[src/rtl/dds_sweep_ctrl.sv]
// Frequency-sweep controller for a DDS: steps the frequency word through a
// programmed ramp, dwelling a fixed number of output periods on each step.
module dds_sweep_ctrl #(
  parameter int PHASE_WIDTH = 32,
  parameter int STEP_WIDTH  = 16,
  parameter int CYC_WIDTH   = 16
) (
  input  logic                   clk,
  input  logic                   rst_n,
  input  logic                   start,
  input  logic                   abort,
  input  logic [PHASE_WIDTH-1:0] f_start,
  input  logic [PHASE_WIDTH-1:0] f_step,
  input  logic                   step_dir,
  input  logic [STEP_WIDTH-1:0]  n_steps,
  input  logic [CYC_WIDTH-1:0]   cyc_per_step,
  input  logic [PHASE_WIDTH:0]   phase_in,
  output logic [PHASE_WIDTH-1:0] frq_word,
  output logic                   busy,
  output logic                   done,
  output logic [STEP_WIDTH-1:0]  step_idx
);

  typedef enum logic [1:0] {
    S_IDLE = 2'd0,
    S_RUN  = 2'd1,
    S_DONE = 2'd2
  } state_t;

  state_t                 state_q, state_d;
  logic                   msb_q, msb_d;
  logic [PHASE_WIDTH-1:0] frq_word_q, frq_word_d;
  logic [PHASE_WIDTH-1:0] f_step_q, f_step_d;
  logic                   dir_q, dir_d;
  logic [STEP_WIDTH-1:0]  step_idx_q, step_idx_d;
  logic [STEP_WIDTH-1:0]  step_last_q, step_last_d;
  logic [CYC_WIDTH-1:0]   cyc_cnt_q, cyc_cnt_d;
  logic [CYC_WIDTH-1:0]   cyc_last_q, cyc_last_d;
  logic                   wrap;
  logic                   unused_phase;

  // Only the extension bit of the accumulator carries period information.
  assign unused_phase = ^phase_in[PHASE_WIDTH-1:0];
  assign wrap         = phase_in[PHASE_WIDTH] ^ msb_q;

  always_comb begin
    state_d     = state_q;
    msb_d       = phase_in[PHASE_WIDTH];
    frq_word_d  = frq_word_q;
    f_step_d    = f_step_q;
    dir_d       = dir_q;
    step_idx_d  = step_idx_q;
    step_last_d = step_last_q;
    cyc_cnt_d   = cyc_cnt_q;
    cyc_last_d  = cyc_last_q;

    case (state_q)
      S_IDLE: begin
        frq_word_d = '0;
        if (start && !abort) begin
          // Counts are held as last-index values; a count of 0 behaves as 1.
          f_step_d    = f_step;
          dir_d       = step_dir;
          step_last_d = (n_steps == '0) ? '0 : n_steps - STEP_WIDTH'(1);
          cyc_last_d  = (cyc_per_step == '0) ? '0 : cyc_per_step - CYC_WIDTH'(1);
          frq_word_d  = f_start;
          step_idx_d  = '0;
          cyc_cnt_d   = '0;
          state_d     = S_RUN;
        end
      end

      S_RUN: begin
        if (abort) begin
          frq_word_d = '0;
          step_idx_d = '0;
          cyc_cnt_d  = '0;
          state_d    = S_IDLE;
        end else if (wrap) begin
          if (cyc_cnt_q < cyc_last_q) begin
            cyc_cnt_d = cyc_cnt_q + CYC_WIDTH'(1);
          end else if (step_idx_q < step_last_q) begin
            cyc_cnt_d  = '0;
            step_idx_d = step_idx_q + STEP_WIDTH'(1);
            frq_word_d = dir_q ? (frq_word_q - f_step_q) : (frq_word_q + f_step_q);
          end else begin
            frq_word_d = '0;
            state_d    = S_DONE;
          end
        end
      end

      S_DONE: begin
        frq_word_d = '0;
        state_d    = S_IDLE;
      end

      default: begin
        frq_word_d = '0;
        state_d    = S_IDLE;
      end
    endcase
  end

  always_ff @(posedge clk or negedge rst_n) begin
    if (!rst_n) begin
      state_q     <= S_IDLE;
      msb_q       <= 1'b0;
      frq_word_q  <= '0;
      f_step_q    <= '0;
      dir_q       <= 1'b0;
      step_idx_q  <= '0;
      step_last_q <= '0;
      cyc_cnt_q   <= '0;
      cyc_last_q  <= '0;
    end else begin
      state_q     <= state_d;
      msb_q       <= msb_d;
      frq_word_q  <= frq_word_d;
      f_step_q    <= f_step_d;
      dir_q       <= dir_d;
      step_idx_q  <= step_idx_d;
      step_last_q <= step_last_d;
      cyc_cnt_q   <= cyc_cnt_d;
      cyc_last_q  <= cyc_last_d;
    end
  end

  assign frq_word = frq_word_q;
  assign step_idx = step_idx_q;
  assign busy     = (state_q == S_RUN);
  assign done     = (state_q == S_DONE);

endmodule

[config.mk]
export PLATFORM = sky130hd
export DESIGN_NAME = dds_sweep_ctrl
export DESIGN_NICKNAME = d
export VERILOG_FILES = /design/src/rtl/dds_sweep_ctrl.sv
export SDC_FILE = /design/constraint.sdc
export NUM_CORES = 1
export LEC_CHECK = 0
export CAP_MARGIN = 20
export CORE_ASPECT_RATIO = 2
export CORE_UTILIZATION = 35
export DETAILED_ROUTE_END_ITERATION = 12
export PLACE_DENSITY = 0.61
export SLEW_MARGIN = 10
export SYNTH_ARGS = -nofsm -noshare
export SYNTH_HDL_FRONTEND = slang
export SYNTH_SLANG_ARGS = --single-unit
export TNS_END_PERCENT = 30
[constraint.sdc]
create_clock -name clk -period 4.4 [get_ports clk]
set_input_delay 0.88 -clock clk [delete_from_list [all_inputs] [get_ports clk]]
set_output_delay 0.88 -clock clk [all_outputs]
set_load 0.005 [all_outputs]
==> flow_metrics.tcl <==
set metrics [dict create \
    synth_flop_cell "dfrtp_1" \
    synth_top_area_cell "dfrtp_1" \
    worst_slew_pin_slew_ns 0.896 \
    globalRouteOverflowTotal 0 \
    port_buffers 151 \
    cp.arrival_ns 4.49 \
    clkLatencyLatePin_ns 0.44 \
    synth_common_cells "138 x nand2_1, 132 x dfrtp_1, 77 x o21ai_0" \
    path_max_fanout 4 \
    cts_buffer_depth 2 \
    grt_pass1_wl_mm 43.3 \
    route.detailed.drc 0 \
    finalCriticalPeriod_ns 4.18 \
    skew_ns 0.00813 \
    diodes 0 \
    die_w_um 116 \
    ys_seq_area_share_pct 36.6 \
    ioPinCount 184 \
    row_count 82 \
    num_vias 8225 \
    clkSinkCount 132 \
    dp_hpwl_mm 20.3 \
    grt_max_degree 110 \
    cts_made_buffers 17 \
    async_flop_share_pct 100 \
    hp-class "in2async" \
    antenna_found_initial 0 \
    vias_per_cell 5.35 \
    path_class "reg2reg" \
    post_synth_num_cell_types 67 \
    wire_per_inst_um 17.3 \
    die_area_um2 26500 \
    htree_levels 4 \
    cts-root-buf "clkbuf_16" \
    clkTransAtPathRegs_ns 0.06 \
    drt_wl_total_mm 26.6 \
    power_mw 7.09 \
    syn2layout_area_growth_pct 28.5 \
    slew_violations 0 \
    p_per_area_nw_per_um2 611 \
    fin_nets 1390 \
    syn_nets 1245 \
    finalSetupTns_ns 0 \
    setup_viol 0 \
    drive_gt1_share_pct 7.07 \
    initial_core_util_pct 35.8 \
    synth-edff-count 0 \
    end_kind "flip-flop" \
    crit_path_start_kind "flip-flop" \
    synth-seq-cells 132 \
    critPathRequiredTime_ns 4.71 \
    peakVddDrop_v 0.000444 \
    leakagePower_nw 5.05 \
    track_usage_pct 21.5 \
    finalWeightedCongestion 0.868 \
    postRouteAntennaNets 0 \
    yosysTopAreaCellShare_pct 36.6 \
    dieHeight_um 229 \
    syn_avg_cell_area_um2 8.65 \
    outcome "finished clean" \
    cts_tree "done" \
    drtPass1Iterations 4 \
    postCtsHoldBufs 0 \
    grt_pass1_vias 8496 \
    rsz0062_at_grt "yes" \
    max_slew_margin_pct 40.2 \
    synthCells 1044 \
    fmax_mhz 239 \
    maxCapViolations 0 \
    syn_area_um2 9030 \
    synth_top_cells_by_area "dfrtp_1 37%, ha_1 9.1%, xnor2_1 6.5%" \
    period_share_pct 95.0 \
    synth_most_common_cell "nand2_1" \
    hold_viol 0 \
    yosysWarnings 0 \
    drtIter0Drc 312 \
    coreArea_um2 25200 \
]
## cell families after synthesis
logic type / after synthesis / share of synthesized area (%)
simple gates: 342 / 18.0
xor+xnor: 91 / 8.82
mux: 1 / 0.125
fa+ha+maj: 67 / 9.36
compound gates: 310 / 22.7
buf+inv: 101 / 4.36
flops: 132 / 36.6
## worst max-delay path, stage by stage, from the launching register on
cell      delay [ns]
dfrtp_1         0.42
inv_1           0.09
ha_1            0.17
nand2b_1        0.08
or4_4           0.44
nor3b_2         0.20
buf_4           0.15
a21oi_1         0.08
xnor2_1         0.15
ha_1            0.22
a211o_1         0.30
a211o_1         0.33
a221oi_2        0.28
o211a_1         0.24
o21ai_2         0.08
a31o_1          0.26
a311oi_2        0.31
xor2_1          0.18
o21ai_1         0.07
## stage by stage
| step | area, µm² | setup slack (ns) | hold WS, ns | util [%] | cells |
|---|---|---|---|---|---|
| after CTS | 11600 | 0.0118 | 0.467 | 45.9 | 1538 |
| after global routing | 11600 | 0.00329 | 0.510 | 46.0 | 1538 |
| after detailed placement | 10900 | 0.0146 | 0.476 | 43.4 | 1506 |
| final | 11600 | 0.221 | 0.460 | 46.0 | 1538 |
| after floorplan | 9030 | 0.564 | 0.451 | - | 1044 |
| after global placement | 10900 | 0.0735 | 0.470 | 43.4 | 1506 |
## cells in the final DEF, fill, tap and decap left out, types with 8 or more instances in the layout
cell             instances
nand4_1                 19
nor2_1                  63
xnor2_1                 67
a21o_1                  21
a22oi_1                 29
a31oi_1                 12
nand3_1                 13
o31ai_1                 11
nor2b_1                 14
or3_1                    9
dfrtp_1                132
nand2_1                138
clkbuf_16               17
nor3_1                  17
o21ai_0                 76
o21a_1                  10
and3_1                  17
o22ai_1                 25
nand2b_1                 8
buf_4                   16
inv_1                   58
clkdlybuf4s50_1        150
o21ai_1                 11
a21oi_1                 59
nor4_1                   8
xor2_1                  24
ha_1                    66
## path summary, 6_finish.rpt
check | slack, ns | from | to | cells after the start
max | 0.22 | f_step_q[0] | frq_word[28] | 18
min in group clk | 0.49 | step_last_q[0] | step_last_q[0] | 2
min reg2reg | 0.49 | step_last_q[0] | step_last_q[0] | 2
min | 0.46 | rst_n | frq_word[6] | 1
max reg2reg | 0.22 | f_step_q[0] | frq_word[28] | 18
max in group asynchronous | 3.00 | rst_n | frq_word[23] | 2
## registers in the layout, indices dropped and copies added, names as in the netlist
name	count
dir_q	1
step_idx	16
step_last_q	16
f_step_q	32
frq_word	32
state_q	2
cyc_cnt_q	16
cyc_last_q	16
msb_q	1
## per-layer routing
metal / GRT usage [%] / wire length [µm] / vias up
met3: 3.20 / 764 / 69
met5: 0 / 0 / -
met2: 41.1 / 15100 / 178
met1: 21.0 / 9510 / 3946
met4: 12.8 / 1260 / 0
li1: - / - / 4032
## power by group
part / total [mW] / internal, mW / switching [mW]
clock network: 1.56 / 0.992 / 0.567
registers: 1.86 / 1.55 / 0.312
logic: 3.68 / 1.66 / 2.01
## what timing repair did
action                                  4_1_cts  5_1_grt
buffers inserted                              0        0
resized for setup                             0        7
endpoints found under the setup margin        0        7
## final cells by class
cell class              instances  area [µm²]
clock inverters                12         175
inverters                      59         221
flip-flops and latches        132        3300
clock buffers                  20         467
multi-input cells             811        5360
well taps                     336         420
repair buffers                168        1660
fillers                      2534       13600
(Power assumes the default switching activity.)
